`src/rtl/adxl355_bus_arb.sv`:
```
// adxl355_bus_arb: owns the ADXL355 SPI bus. Starts one reader-core transaction
// per SYNC pulse, hands the bus to the ESP32 on request, switches the mux only
// while the bus is quiet, and counts SYNC pulses that could not be served.
module adxl355_bus_arb #(
    parameter int C_RD_TIMEOUT  = 4096,
    parameter int C_DIR_TIMEOUT = 2**26,
    parameter int C_GUARD       = 16,
    parameter int C_CNT_BITS    = 8
) (
    input  logic                  clk,
    input  logic                  rst,
    input  logic                  i_sync,
    input  logic                  i_direct_req,
    input  logic                  i_esp_csn,
    input  logic                  i_rd_busy,
    output logic                  o_rd_start,
    output logic                  o_direct_en,
    output logic [C_CNT_BITS-1:0] o_missed,
    output logic [C_CNT_BITS-1:0] o_rd_abort,
    output logic                  o_dir_to,
    output logic [1:0]            o_state
);

    localparam int RD_W  = $clog2(C_RD_TIMEOUT + 1);
    localparam int DIR_W = $clog2(C_DIR_TIMEOUT + 1);
    localparam int GRD_W = $clog2(C_GUARD + 1);

    localparam logic [RD_W-1:0]  RD_LAST  = RD_W'(C_RD_TIMEOUT - 1);
    localparam logic [DIR_W-1:0] DIR_LAST = DIR_W'(C_DIR_TIMEOUT - 1);
    localparam logic [GRD_W-1:0] GRD_LAST = GRD_W'(C_GUARD - 1);

    typedef enum logic [1:0] {
        S_IDLE    = 2'd0,
        S_READ    = 2'd1,
        S_DIRECT  = 2'd2,
        S_RELEASE = 2'd3
    } state_t;

    state_t            state;
    state_t            state_next;
    logic              csn_meta;
    logic              csn_s;
    logic              busy_seen;
    logic              dir_block;
    logic [RD_W-1:0]   rd_timer;
    logic [DIR_W-1:0]  dir_timer;
    logic [GRD_W-1:0]  grd_timer;
    logic              rd_to;
    logic              dir_hit;
    logic              missed_inc;

    assign o_state = state;

    // Two-flop synchronizer for the asynchronous ESP32 chip select.
    always_ff @(posedge clk) begin
        // NOTE: sequential state uses non-blocking assignments so every flop
        // samples the pre-edge value; blocking here would collapse the 2-FF chain.
        if (rst) begin
            csn_meta <= 1'b0;
            csn_s    <= 1'b0;
        end else begin
            csn_meta <= i_esp_csn;
            csn_s    <= csn_meta;
        end
    end

    // Next-state decode; bus ownership changes only when the ESP32 CSn is high.
    always_comb begin
        // NOTE: every combinational output gets a default first so no path
        // through the case leaves a signal unassigned and infers a latch.
        state_next = state;
        rd_to      = (state == S_READ)   && (rd_timer  == RD_LAST);
        dir_hit    = (state == S_DIRECT) && (dir_timer == DIR_LAST);
        missed_inc = i_sync && (state != S_IDLE);
        case (state)
            S_IDLE: begin
                if (i_sync)
                    state_next = S_READ;
                else if (i_direct_req && csn_s && !dir_block)
                    state_next = S_DIRECT;
            end
            S_READ: begin
                if ((busy_seen && !i_rd_busy) || rd_to)
                    state_next = S_IDLE;
            end
            S_DIRECT: begin
                if (csn_s && (!i_direct_req || dir_block))
                    state_next = S_RELEASE;
            end
            S_RELEASE: begin
                if (grd_timer == GRD_LAST)
                    state_next = S_IDLE;
            end
            default: state_next = S_IDLE;
        endcase
    end

    // State register plus registered strobe and mux select derived from next state.
    always_ff @(posedge clk) begin
        if (rst) begin
            state       <= S_IDLE;
            o_rd_start  <= 1'b0;
            o_direct_en <= 1'b0;
        end else begin
            state       <= state_next;
            o_rd_start  <= (state == S_IDLE) && (state_next == S_READ);
            o_direct_en <= (state_next == S_DIRECT);
        end
    end

    // Per-state timers; each restarts from zero whenever its state is left.
    always_ff @(posedge clk) begin
        if (rst) begin
            rd_timer  <= '0;
            dir_timer <= '0;
            grd_timer <= '0;
            busy_seen <= 1'b0;
        end else begin
            if (state == S_READ) begin
                rd_timer  <= rd_timer + 1'b1;
                busy_seen <= busy_seen | i_rd_busy;
            end else begin
                rd_timer  <= '0;
                busy_seen <= 1'b0;
            end
            if (state != S_DIRECT)
                dir_timer <= '0;
            else if (dir_timer != DIR_LAST)
                dir_timer <= dir_timer + 1'b1;
            if (state == S_RELEASE)
                grd_timer <= grd_timer + 1'b1;
            else
                grd_timer <= '0;
        end
    end

    // Direct-mode timeout flag (sticky) and re-entry block until request drops.
    always_ff @(posedge clk) begin
        if (rst) begin
            o_dir_to  <= 1'b0;
            dir_block <= 1'b0;
        end else begin
            if (dir_hit)
                o_dir_to <= 1'b1;
            if (!i_direct_req)
                dir_block <= 1'b0;
            else if (dir_hit)
                dir_block <= 1'b1;
        end
    end

    // Saturating event counters for unserved SYNC pulses and reader aborts.
    always_ff @(posedge clk) begin
        if (rst) begin
            o_missed   <= '0;
            o_rd_abort <= '0;
        end else begin
            if (missed_inc && (o_missed != '1))
                o_missed <= o_missed + 1'b1;
            if (rd_to && (o_rd_abort != '1))
                o_rd_abort <= o_rd_abort + 1'b1;
        end
    end

endmodule
```
`config.mk`:
```
export PLATFORM = sky130hd
export DESIGN_NAME = adxl355_bus_arb
export DESIGN_NICKNAME = d
export VERILOG_FILES = /design/src/rtl/adxl355_bus_arb.sv
export SDC_FILE = /design/constraint.sdc
export NUM_CORES = 1
export LEC_CHECK = 0
export ABC_AREA = 1
export ABC_CLOCK_PERIOD_IN_PS = 3900
export CAP_MARGIN = 5
export CORE_MARGIN = 2
export CORE_UTILIZATION = 60
export DETAILED_ROUTE_END_ITERATION = 10
export GPL_TIMING_DRIVEN = 1
export PLACE_DENSITY = 0.83
export SKIP_CTS_REPAIR_TIMING = 1
export SLEW_MARGIN = 20
export SYNTH_ARGS = -nofsm -noshare
export SYNTH_HDL_FRONTEND = slang
export SYNTH_SLANG_ARGS = --single-unit
```
`constraint.sdc`:
```
create_clock -name clk -period 3.9 [get_ports clk]
set_input_delay 1.17 -clock clk [delete_from_list [all_inputs] [get_ports clk]]
set_output_delay 1.17 -clock clk [all_outputs]
set_load 0.05 [all_outputs]
```
* After elaboration in Yosys (flattened, before gate mapping)
Cells that the tools add are included.
** Word-level totals
- Bits in registers :: 70
- Bits of input ports :: 6
** Operators by class
- Eq/ne operators :: 12
- Muxes and demuxes :: 6
- Reduce and logical (&&, ||, !) cells :: 21
- Bitwise gates (word level) :: 4
- Add/sub/neg operators :: 5
** Operator list (number)
- $add A27 B1 Y27 const B :: 1
- $eq A27 B26 Y1 const B :: 1
- $ne A27 B26 Y1 const B :: 1
- $add A8 B1 Y8 const B :: 2
- $ne A8 B8 Y1 const B :: 2
- $add A13 B1 Y13 const B :: 1
- $eq A13 B12 Y1 const B :: 1
- $logic_and A1 B1 Y1 :: 10
- $mux W2 :: 5
- $pmux W2 S4 :: 1
- $reduce_or A2 Y1 :: 4
- $eq A2 B2 Y1 const B :: 3
- $add A5 B1 Y5 const B :: 1
- $eq A5 B4 Y1 const B :: 1
- $eq A2 B1 Y1 const B :: 2
- $logic_not A1 Y1 :: 3
- $not A1 Y1 :: 3
- $logic_not A2 Y1 :: 1
- $logic_or A1 B1 Y1 :: 2
- $ne A2 B2 Y1 const B :: 1
- $reduce_bool A2 Y1 :: 1
- $or A1 B1 Y1 :: 1

* Logic depth before layout (Yosys ltp)
- Word-level depth :: 7
- Gate-level depth with buffers :: 11

* Worst setup path before layout
No wires, ideal clock.
- Path type :: input to register
- From :: in rst
- To :: reg rd_timer[5]
- Arrival time :: 1.973 ns
- Cell stages on the path :: 4
- Slack :: 1.848 ns
- Path buffers :: 1
- Cell sequence :: clkbuf_1 > nor2_1 > clkinv_1 > nor3_1
** On the way
- Longest elaborated chain between the ends :: 1
** Ends and longest elaborated chain
- start: declaration :: RTL line 11 : input logic rst,
- $reduce_or A2 Y1 (no line)
- end signal: assignment :: RTL line 120 : rd_timer <= rd_timer + 1'b1;
- end: declaration :: RTL line 45 : logic [RD_W-1:0] rd_timer;
No other way between the ends.
A chain may end at the register's enable or synchronous reset.

* Worst setup path after layout
- From :: reg state[1] (netlist: o_state[1])
- To :: out o_state[1]
** RTL lines
- start: declaration :: RTL line 39 : state_t state;
- start signal: assignment :: RTL line 105 : state <= state_next;
- end: declaration :: RTL line 21 : output logic [1:0] o_state
No word-level cell between the ends.

==> flow_summary_export.csv <==
group,metric,value,unit
outcome,status,"completed",
floorplan,core_area,5850,um2
timing,setup_slack,1090,ps
clock_network,cts_buffers,9,
worst_setup_path,critical_path.top_delay_family,"buffers and inverters",
power_and_ir_drop,peakVddDrop,0.318,mV
clock_network,clkSinkCount,70,
clock_network,h-tree-depth,3,
run,cap_violations,0,
floorplan,rows,28,
yosys,yosysWarnings,0,
power_and_ir_drop,p_leak,1.61,nW
yosys,ys_types,30,
routing,vias,3389,
placement,numPortBuffers,26,
routing,detail_route.vias_per_cell,5.20,
yosys,synthXorXnorAreaFrac,2.44,%
timing,drv_slew,0,
timing,worstMarginPinSlew,512,ps
floorplan,die_height,81.3,um
grt,overflow,0,
timing,period_share,72.1,%
worst_setup_path,path_buf_inv,1,
worst_setup_path,rr_worst_depth,9,
worst_setup_path,timing.rr.end,"dir_timer[0]",
grt,antenna_found_initial,0,
worst_setup_path,cp_max_fo,7,
grt,grt_pass1_wl,12.8,mm
routing,wl_per_cell,11.7,um
hold_path,min_to,"csn_s",
yosys,async_flop_share,0,%
grt,grt_pass1_vias,3077,
yosys,synth_compound_area_share,8.37,%
final_layout,diodes,0,
yosys,synthesis.nets,551,
worst_setup_path,cpPeakStageDelay,850,ps
yosys,synth-main-ff-cell,"dfxtp_1",
placement,place_area,3920,um2
floorplan,initial_utilization,61.3,%
clock_network,cts_tree,"done",
final_layout,fin_area,4120,um2
hold_path,hold_path_class,"reg -> reg",
grt,grt.busiest_layer,"met2",
yosys,synthAdderAreaFrac,2.09,%
worst_setup_path,required,2730,ps
power_and_ir_drop,p_per_area,337,nW/um2
routing,antenna_left,0,
timing,rsz0062_at_grt,"no",
grt,use_met1,31.5,%
floorplan,die_w,81.3,um
yosys,synth_top_family_by_area,"simple AND/OR/NAND/NOR gates",
worst_setup_path,startpoint_type,"register",
yosys,synth_simple_gate_area_share,38.6,%
hold_path,min-delay-start,"csn_meta",
timing,finalClockSkew,5.63,ps
final_layout,multi_input_area,1850,um2
final_layout,syn_to_final_growth,14.7,%
yosys,synth.avg_cell_area,6.66,um2
yosys,muxShareOfSynthArea,0,%
yosys,ys_seq_area_share,39.1,%
yosys,synth_edf_count,0,
yosys,syn_area,3590,um2
clock_network,clk_pin_slew,70,ps
worst_setup_path,rrSetupSlack,1890,ps
worst_setup_path,critical_path_arrival,1640,ps
final_layout,drive_gt1_share,7.97,%
floorplan,pin_count,27,
clock_network,worstSkewPairLatency,350,ps
routing,drc,0,
hold_path,holdPathStages,2,
grt,grt_max_degree,24,
routing,routed_wl,7.66,mm
placement,gp_congestion,0.897,
worst_setup_path,crit_type,"reg -> out",
yosys,synth_cells,539,
grt,grt_use_total,25.0,%
placement,place.detailed.hpwl,5.59,mm
worst_setup_path,slowest_stage,"clkdlybuf4s50_1",
worst_setup_path,r2r-start,"dir_timer[0]",
worst_setup_path,crit_chain,"clkdlybuf4s50_1",
final_layout,seqCellArea,1400,um2
final_layout,num-fill-cells,472,
routing,drtPass1Iterations,5,
floorplan,die-area,6620,um2
placement,pre_cts_ws,1150,ps
timing,min_period,2810,ps
grt,use_met3,4.78,%
timing,hold_viol_final,0,
grt,met2_usage,41.0,%
final_layout,final_nets,584,
clock_network,cts.path.max_buffers,2,
timing,setup-violations-final,0,
timing,tns,0,ps
yosys,ys_seq_elements,70,
worst_setup_path,crit_cells,1,
timing,maxSlewHeadroom,65.8,%
timing,fmax,0.356,GHz
routing,drt_iter0_markers,172,
clock_network,ctsRootBufferMaster,"clkbuf_8",
worst_setup_path,cp-end-kind,"output port",
final_layout,fin_util,70.4,%
## power breakdown
group / internal [mW] / switching, mW
combinational: 0.0207 / 0.0454
sequential: 0.721 / 0.00569
clock: 0.327 / 0.266
total: 1.07 / 0.317
## final cells by class
cell class / count / share of cell area (%)
multi-input combinational: 384 / 44.9
sequential: 70 / 34.0
inverter: 79 / 7.20
timing repair buffer: 28 / 6.69
clock buffer: 12 / 3.77
tap: 75 / 2.28
clock inverter: 4 / 1.09
## cells in the mapped netlist (2+ instances only)
| cell type | count | area share (%) |
|---|---|---|
| nand2_1 | 160 | 17 |
| nor2_1 | 72 | 7.5 |
| xnor2_1 | 4 | 0.98 |
| inv_1 | 73 | 7.6 |
| nand3_2 | 7 | 2.0 |
| clkbuf_1 | 2 | 0.21 |
| nand3b_1 | 2 | 0.42 |
| clkinv_1 | 2 | 0.21 |
| dfxtp_1 | 70 | 39 |
| a31oi_1 | 7 | 1.2 |
| or2_2 | 8 | 1.4 |
| o21ai_0 | 16 | 2.2 |
| a21oi_1 | 32 | 4.5 |
| nor2_2 | 2 | 0.35 |
| nand2_4 | 2 | 0.63 |
| buf_6 | 2 | 0.63 |
| nand4_1 | 12 | 2.1 |
| nor2_4 | 3 | 0.94 |
| xor2_1 | 6 | 1.5 |
| nor3b_1 | 2 | 0.42 |
| ha_1 | 6 | 2.1 |
| nor3_1 | 6 | 0.84 |
| nand3_1 | 33 | 4.6 |
| inv_2 | 4 | 0.42 |
## logic make-up after synthesis
logic type               Yosys count
AND/OR/NAND/NOR                  311
buffers and inverters             85
flip-flops                        70
AO/OA/AOI/OAI                     57
XOR/XNOR                          10
adder cells (fa/ha/maj)            6
## metal layers
metal	up-vias	wire, um
met1	1549	3770
met4	0	154
met2	60	3500
li1	1765	-
met3	15	233
met5	-	0
## stage by stage
step / power, mW / cells / hold slack (ps)
final: 1.39 / 652 / 425
after global routing: 1.43 / 652 / 444
after detailed placement: 0.809 / 636 / 417
after floorplan: 0.785 / 539 / 388
after CTS: 1.39 / 652 / 426
after global placement: 0.807 / 636 / 390
## placed cells by master, fill, tap and decap left out, types with 2 or more instances in the layout
cell type | Yosys | layout
xnor2_1 | 4 | 4
a31oi_1 | 7 | 7
inv_2 | 4 | 4
clkdlybuf4s50_1 | 0 | 26
xor2_1 | 6 | 6
dfxtp_1 | 70 | 70
nor2_2 | 2 | 2
clkbuf_8 | 0 | 11
nand3_1 | 33 | 33
nand3_2 | 7 | 7
nand2_1 | 160 | 160
nand3b_1 | 2 | 2
o21ai_0 | 16 | 16
or2_2 | 8 | 8
nor2_4 | 3 | 3
nor2_1 | 72 | 72
nand4_1 | 12 | 12
clkinv_1 | 2 | 2
ha_1 | 6 | 6
a21oi_1 | 32 | 32
nand2_4 | 2 | 2
nor3_1 | 6 | 6
nor3b_1 | 2 | 2
inv_1 | 73 | 73
clkinv_2 | 0 | 3
buf_4 | 1 | 2
## worst max path at each step
stage / slack, ps / endpoint / from
after floorplan: 1850 / rd_timer[5] / rst
after global placement: 1170 / dir_timer[10] / rst
after detailed placement: 1150 / dir_timer[11] / rst
after CTS: 1090 / o_state[1] / o_state[1]
after global routing: 1040 / o_state[1] / o_state[1]
final: 1090 / o_state[1] / o_state[1]
## flip-flops by register name, summed over array words and instances (netlist names)
signal / flops
o_dir_to: 1
o_state: 2
o_missed: 8
o_rd_start: 1
csn_meta: 1
dir_timer: 27
csn_s: 1
o_rd_abort: 8
o_direct_en: 1
grd_timer: 5
dir_block: 1
busy_seen: 1
rd_timer: 13
(Power assumes the default switching activity.)
